### src/rtl/alu_operand_sequencer.sv
// Command sequencer around an external 32-bit combinational ALU: register file, operand staging, result capture and writeback.
// Latency: accept at T, result captured/written at T+1, res_valid after T+1; cmd_ready only in IDLE, result held until res_ready.
module alu_operand_sequencer #(
  parameter int NREGS = 8,
  parameter int AW    = 3,
  parameter int CW    = 16
) (
  input  logic          clk,
  input  logic          reset,
  input  logic          cmd_valid,
  output logic          cmd_ready,
  input  logic          cmd_ld,
  input  logic [2:0]    cmd_f,
  input  logic [AW-1:0] cmd_rd,
  input  logic [AW-1:0] cmd_rs1,
  input  logic [AW-1:0] cmd_rs2,
  input  logic [31:0]   cmd_imm,
  output logic [31:0]   alu_a,
  output logic [31:0]   alu_b,
  output logic [2:0]    alu_f,
  input  logic [31:0]   alu_y,
  input  logic          alu_zero,
  output logic          res_valid,
  input  logic          res_ready,
  output logic [31:0]   res_y,
  output logic          res_zero,
  output logic [AW-1:0] res_rd,
  output logic [CW-1:0] op_count
);

  typedef enum logic [1:0] {IDLE, EXEC, RESP} state_t;

  state_t        state, state_nxt;
  logic          accept_ld, accept_op, exec_done;
  logic [31:0]   rf [NREGS];
  logic [31:0]   rs1_val, rs2_val;
  logic [AW-1:0] rd_q;

  always_ff @(posedge clk or posedge reset) begin
    if (reset) state <= IDLE;
    else       state <= state_nxt;
  end

  always_comb begin
    state_nxt = state;
    cmd_ready = 1'b0;
    res_valid = 1'b0;
    accept_ld = 1'b0;
    accept_op = 1'b0;
    exec_done = 1'b0;
    case (state)
      IDLE: begin
        cmd_ready = !reset;
        if (cmd_valid && !reset) begin
          if (cmd_ld) begin
            accept_ld = 1'b1;
          end else begin
            accept_op = 1'b1;
            state_nxt = EXEC;
          end
        end
      end
      EXEC: begin
        exec_done = 1'b1;
        state_nxt = RESP;
      end
      RESP: begin
        res_valid = 1'b1;
        if (res_ready) state_nxt = IDLE;
      end
      default: state_nxt = IDLE;
    endcase
  end

  // r0 is never written, but the read path forces zero regardless
  assign rs1_val = (cmd_rs1 == '0) ? '0 : rf[cmd_rs1];
  assign rs2_val = (cmd_rs2 == '0) ? '0 : rf[cmd_rs2];

  always_ff @(posedge clk or posedge reset) begin
    if (reset) begin
      for (int i = 0; i < NREGS; i++) rf[i] <= '0;
    end else begin
      if (accept_ld && cmd_rd != '0) rf[cmd_rd] <= cmd_imm;
      if (exec_done && rd_q != '0)   rf[rd_q]   <= alu_y;
    end
  end

  always_ff @(posedge clk or posedge reset) begin
    if (reset) begin
      alu_a    <= '0;
      alu_b    <= '0;
      alu_f    <= '0;
      rd_q     <= '0;
      res_y    <= '0;
      res_zero <= 1'b0;
      res_rd   <= '0;
      op_count <= '0;
    end else begin
      if (accept_op) begin
        alu_a <= rs1_val;
        alu_b <= rs2_val;
        alu_f <= cmd_f;
        rd_q  <= cmd_rd;
      end
      if (exec_done) begin
        res_y    <= alu_y;
        res_zero <= alu_zero;
        res_rd   <= rd_q;
        op_count <= op_count + 1'b1;
      end
    end
  end

endmodule
### config.mk
export PLATFORM = sky130hd
export DESIGN_NAME = alu_operand_sequencer
export DESIGN_NICKNAME = d
export VERILOG_FILES = /design/src/rtl/alu_operand_sequencer.sv
export SDC_FILE = /design/constraint.sdc
export NUM_CORES = 1
export LEC_CHECK = 0
export BUFFER_PORTS_ARGS = -buffer_cell sky130_fd_sc_hd__buf_4
export CAP_MARGIN = 15
export CORE_AREA = 2 2 229 186
export CTS_CLUSTER_DIAMETER = 40
export DETAILED_ROUTE_END_ITERATION = 8
export DIE_AREA = 0 0 231 188
export GPL_TIMING_DRIVEN = 0
export REMOVE_ABC_BUFFERS = 1
export SLEW_MARGIN = 20
export SYNTH_ARGS = -nofsm -noshare
export SYNTH_HDL_FRONTEND = slang
export SYNTH_SLANG_ARGS = --single-unit
### constraint.sdc
create_clock -name clk -period 30.2 [get_ports clk]
set_input_delay 3.02 -clock clk [delete_from_list [all_inputs] [get_ports clk]]
set_output_delay 3.02 -clock clk [all_outputs]
set_load 0.01 [all_outputs]
After elaboration in Yosys (flattened, before gate mapping):

Cells that the tools add are included.

* output and inout bits: 121
* input bits: 82
* flip-flop bits (word level): 380
* logic and storage cells: 74

* magnitude comparators: 6
* add/subtract/negate cells: 1
* eq/ne operators: 5
* reductions and logical operators: 12
* mux-type cells: 29
* bitwise operators: 4

Operator list (count)
* $bwmux 256: 2
* $mux 256: 2
* $mux 32: 8
* $bmux 32 s3: 2
* $demux 32 s3: 2
* $add 16x1->16 const B: 1
* $ge 4x4->1 const B: 4
* $not 3->4: 4
* $mux 1: 9
* $lt 4x1->1 const B: 2
* $logic_not 3->1: 2
* $mux 2: 3
* $ne 2x2->1 const B: 3
* $pmux 2 s3: 1
* $reduce_bool 3->1: 2
* $logic_and 1x1->1: 5
* $reduce_and 3->1: 1
* $eq 2x1->1 const B: 1
* $eq 2x2->1 const B: 1
* $logic_not 2->1: 1
* $logic_not 1->1: 1

Longest topological paths before layout:

* depth after elaboration: 9
* depth in mapped cells: 7
* mapped depth without buffers: 5

Worst setup path before layout:

Ideal clock, no wire load.

* path type: input -> output
* start point: input port reset
* end point: output port cmd_ready
* setup slack: 23.901 ns
* buffers on the path: 0
* data required time: 27.180 ns
* stages: 1
* data arrival time: 3.279 ns
* cells stage by stage: nor3_1

* cells in the longest elaborated chain, start to end: 2

RTL lines
* start: declaration: line 9 `input logic reset,`
* $logic_not 1->1 (no line)
* $mux 1: line 51 `case (state)`
* end: declaration: line 11 `output logic cmd_ready,`

No other way between the ends.

Final worst setup path:

Ends and elaborated chain as after synthesis.

==> out/qor.txt <==
P&R area growth vs syn = 23.20%
Peak supply drop = 0.05396 mV
Met2 Wirelength = 24.85 mm
Post-Syn Area = 18290 um^2
Worst EP required = 27.18 ns
initial antenna violation count = 2
critical path arrival = 3.47 ns
gr ovfl total = 0
M1 WL = 26.00 mm
ANT nets after route = 0
H-tree depth = 2
Crit Path Class = input pin to primary output
Final HPWL DP = 35.88 mm
clk sink count = 348
status = finished clean
Via density = 5.704
CP max FO = 4
crit path time final = 6.489 ns
max-cap viol count = 0
Fmax = 154.1 MHz
Pwr per Cell Area = 83.97 nW/um^2
Die Y = 188 um
n_diodes = 0
global-route wire length before repair = 87.24 mm
vias in the first global route = 14630
IO Port Bufs = 202
area of the core = 41240 um^2
Post-Syn Instances = 1851
initial detailed-routing violation count = 1262
Ys Warns = 0
initial core utilization = 44.33%
CTS root buf = clkbuf_16
Lkg Pwr = 10.49 nW
endpoints failing hold = 0
pins over their slew limit = 0
TritonRoute pass-1 iters = 6
synth unique cells = 38
Slew @ Worst Pin = 1.017 ns
hold_buf cts = 0
Tcrit/Tclk final = 21.49%
Seq/Total Area, Yosys = 47.63%
Top Layer Used = met5
clk_skew = 0.02220 ns
Layout Nets = 2074
via count = 14750
largest net degree at the start of global routing = 100
routability cong. = 0.7546
final WL = 56.03 mm
Final Util = 54.62%
row count = 67
Critical Path End Type = primary output
share of layout cells above drive strength 1 = 21.78%
postcts setup bufs = 0
max_slew headroom = 31.24%
Routed WL per cell = 21.66 um
setup violators final = 0
# DRC = 0
TritonCTS buffer count = 52
I/O pin count = 203
CTS Buffer Depth = 3
die width = 231 um
unrepaired setup endpoints after global routing = no
worst hold-check path type = register to register
Fin Setup TNS = 0 ns
critical path startpoint category = input pin
CTS tree = built
GRT Total Usage = 25.72%
Worst-path clk slew = 0.05 ns
number of synthesized register bits = 348
Worst-Skew Late Latency = 0.61 ns
Resized Gates After CTS = 0
WL met3 = 4.182 mm
syn_area_per_cell = 9.878 um^2
full die area = 43430 um^2
-- cell usage after synthesis (all sizes together) --
master  number  area (um^2)
mux2i      352         3523
dfrtp      348         8708
nand2      296         1111
o21ai      162        810.8
clkbuf     141        566.8
nor2       129        484.2
a21oi      128        640.6
a221oi      64        560.5
mux2        64        720.7
o22ai       64        400.4
buf         38        245.2
xnor2       14        122.6
nand2b       7        43.79
nand3        6        30.03
and2         4        25.02
and4         4        35.03
inv          4        15.01
nand4        4        25.02
nor3         3        20.02
nor3b        3        22.52
or4b         3        30.03
and4b        2        20.02
nor2b        2        12.51
nor4b        2        32.53
and3         1        6.260
ha           1        12.51
nand4b       1        8.760
nor4         1        21.27
nor4bb       1        10.01
or4          1        11.26
xor2         1        8.760
-- cell type report --
| class | count | area, um^2 |
|---|---|---|
| Tap cell | 552 | 690.7 |
| Timing Repair Buffer | 265 | 2450 |
| Multi-Input combinational cell | 1320 | 8846 |
| Sequential cell | 348 | 8708 |
| Fill cell | 3694 | 18720 |
| Clock inverter | 31 | 374.1 |
| Inverter | 4 | 22.52 |
| Clock buffer | 66 | 1435 |
-- cells in the final DEF (no fill, tap or decap), types with 8 or more instances in the layout --
master     Yosys  layout
buf_8          0       8
buf_12         0      10
xnor2_1       14      14
mux2i_1      352     352
a21oi_1      128     128
o21ai_0       72      72
nor2_1       129     129
dfrtp_1      348     348
buf_4         10     217
buf_16         0      10
nand2_1      296     295
o21ai_1       90      90
clkbuf_16      0      53
buf_6          7      20
a221oi_1      64      64
o22ai_1       64      64
mux2_2        64      64
-- through the flow --
stage / std cells / setup WS, ns / cell area (um^2) / total power, W / hold WS, ns
6_report: 2586 / 23.71 / 22530 / 0.001892 / 0.4720
3_5_place_dp: 2489 / 23.71 / 20720 / 0.001266 / 0.4638
3_3_place_gp: 2426 / 12.93 / 19680 / 0.001234 / 0.4590
5_1_grt: 2586 / 23.68 / 22530 / 0.002002 / 0.4911
2_1_floorplan: 1672 / 17.53 / 17470 / 0.001063 / 0.5076
4_1_cts: 2586 / 23.70 / 22530 / 0.001903 / 0.4768
-- path summary, 6_finish.rpt --
check / start / to / slack, ns / cells past startpoint
setup reg to reg: state[1] / rf[161] / 27.19 / 6
hold reg to reg: res_y[3] / res_y[3] / 0.47 / 2
min in group asynchronous: reset / rf[50] / 2.51 / 2
setup / recovery: reset / cmd_ready / 23.71 / 3
max in group asynchronous: reset / res_y[27] / 26.30 / 4
hold / removal: res_y[3] / res_y[3] / 0.47 / 2
-- flip-flops by register name, indices dropped and copies added, names as in the netlist --
register / flops
res_y: 32
rd_q: 3
res_zero: 1
op_count: 16
res_rd: 3
rf: 224
alu_b: 32
state: 2
alu_f: 3
alu_a: 32
-- per-layer routing --
layer / global-route usage, % / vias up
met5: 0 / -
met4: 7.097 / 4
met3: 5.900 / 86
met2: 38.47 / 493
met1: 37.32 / 7316
li1: - / 6852
-- power breakdown --
part           internal [W]  leakage, nW  switching, W  total (W)
sequential         0.000643         4.27      0.000132   0.000775
clock              0.000391        0.874      0.000239   0.000630
combinational      0.000256         5.35      0.000230   0.000486
-- kinds of logic (layout without fill, tap and decap cells) --
kind of cell	after synthesis	after routing	synth area share, %
XOR/XNOR	15	15	0.7185
buffers and inverters	183	366	4.523
flip-flops	348	348	47.63
AO/OA/AOI/OAI	418	418	13.19
multiplexers	416	416	23.21
adder cells (fa/ha/maj)	1	1	0.06842
AND/OR/NAND/NOR	470	470	10.66
-- worst max-delay path: stages --
cell    delay (ns)
buf_4         0.14
nor3_1        0.15
buf_4         0.15
Note: power is estimated with default switching activity, not from simulation.
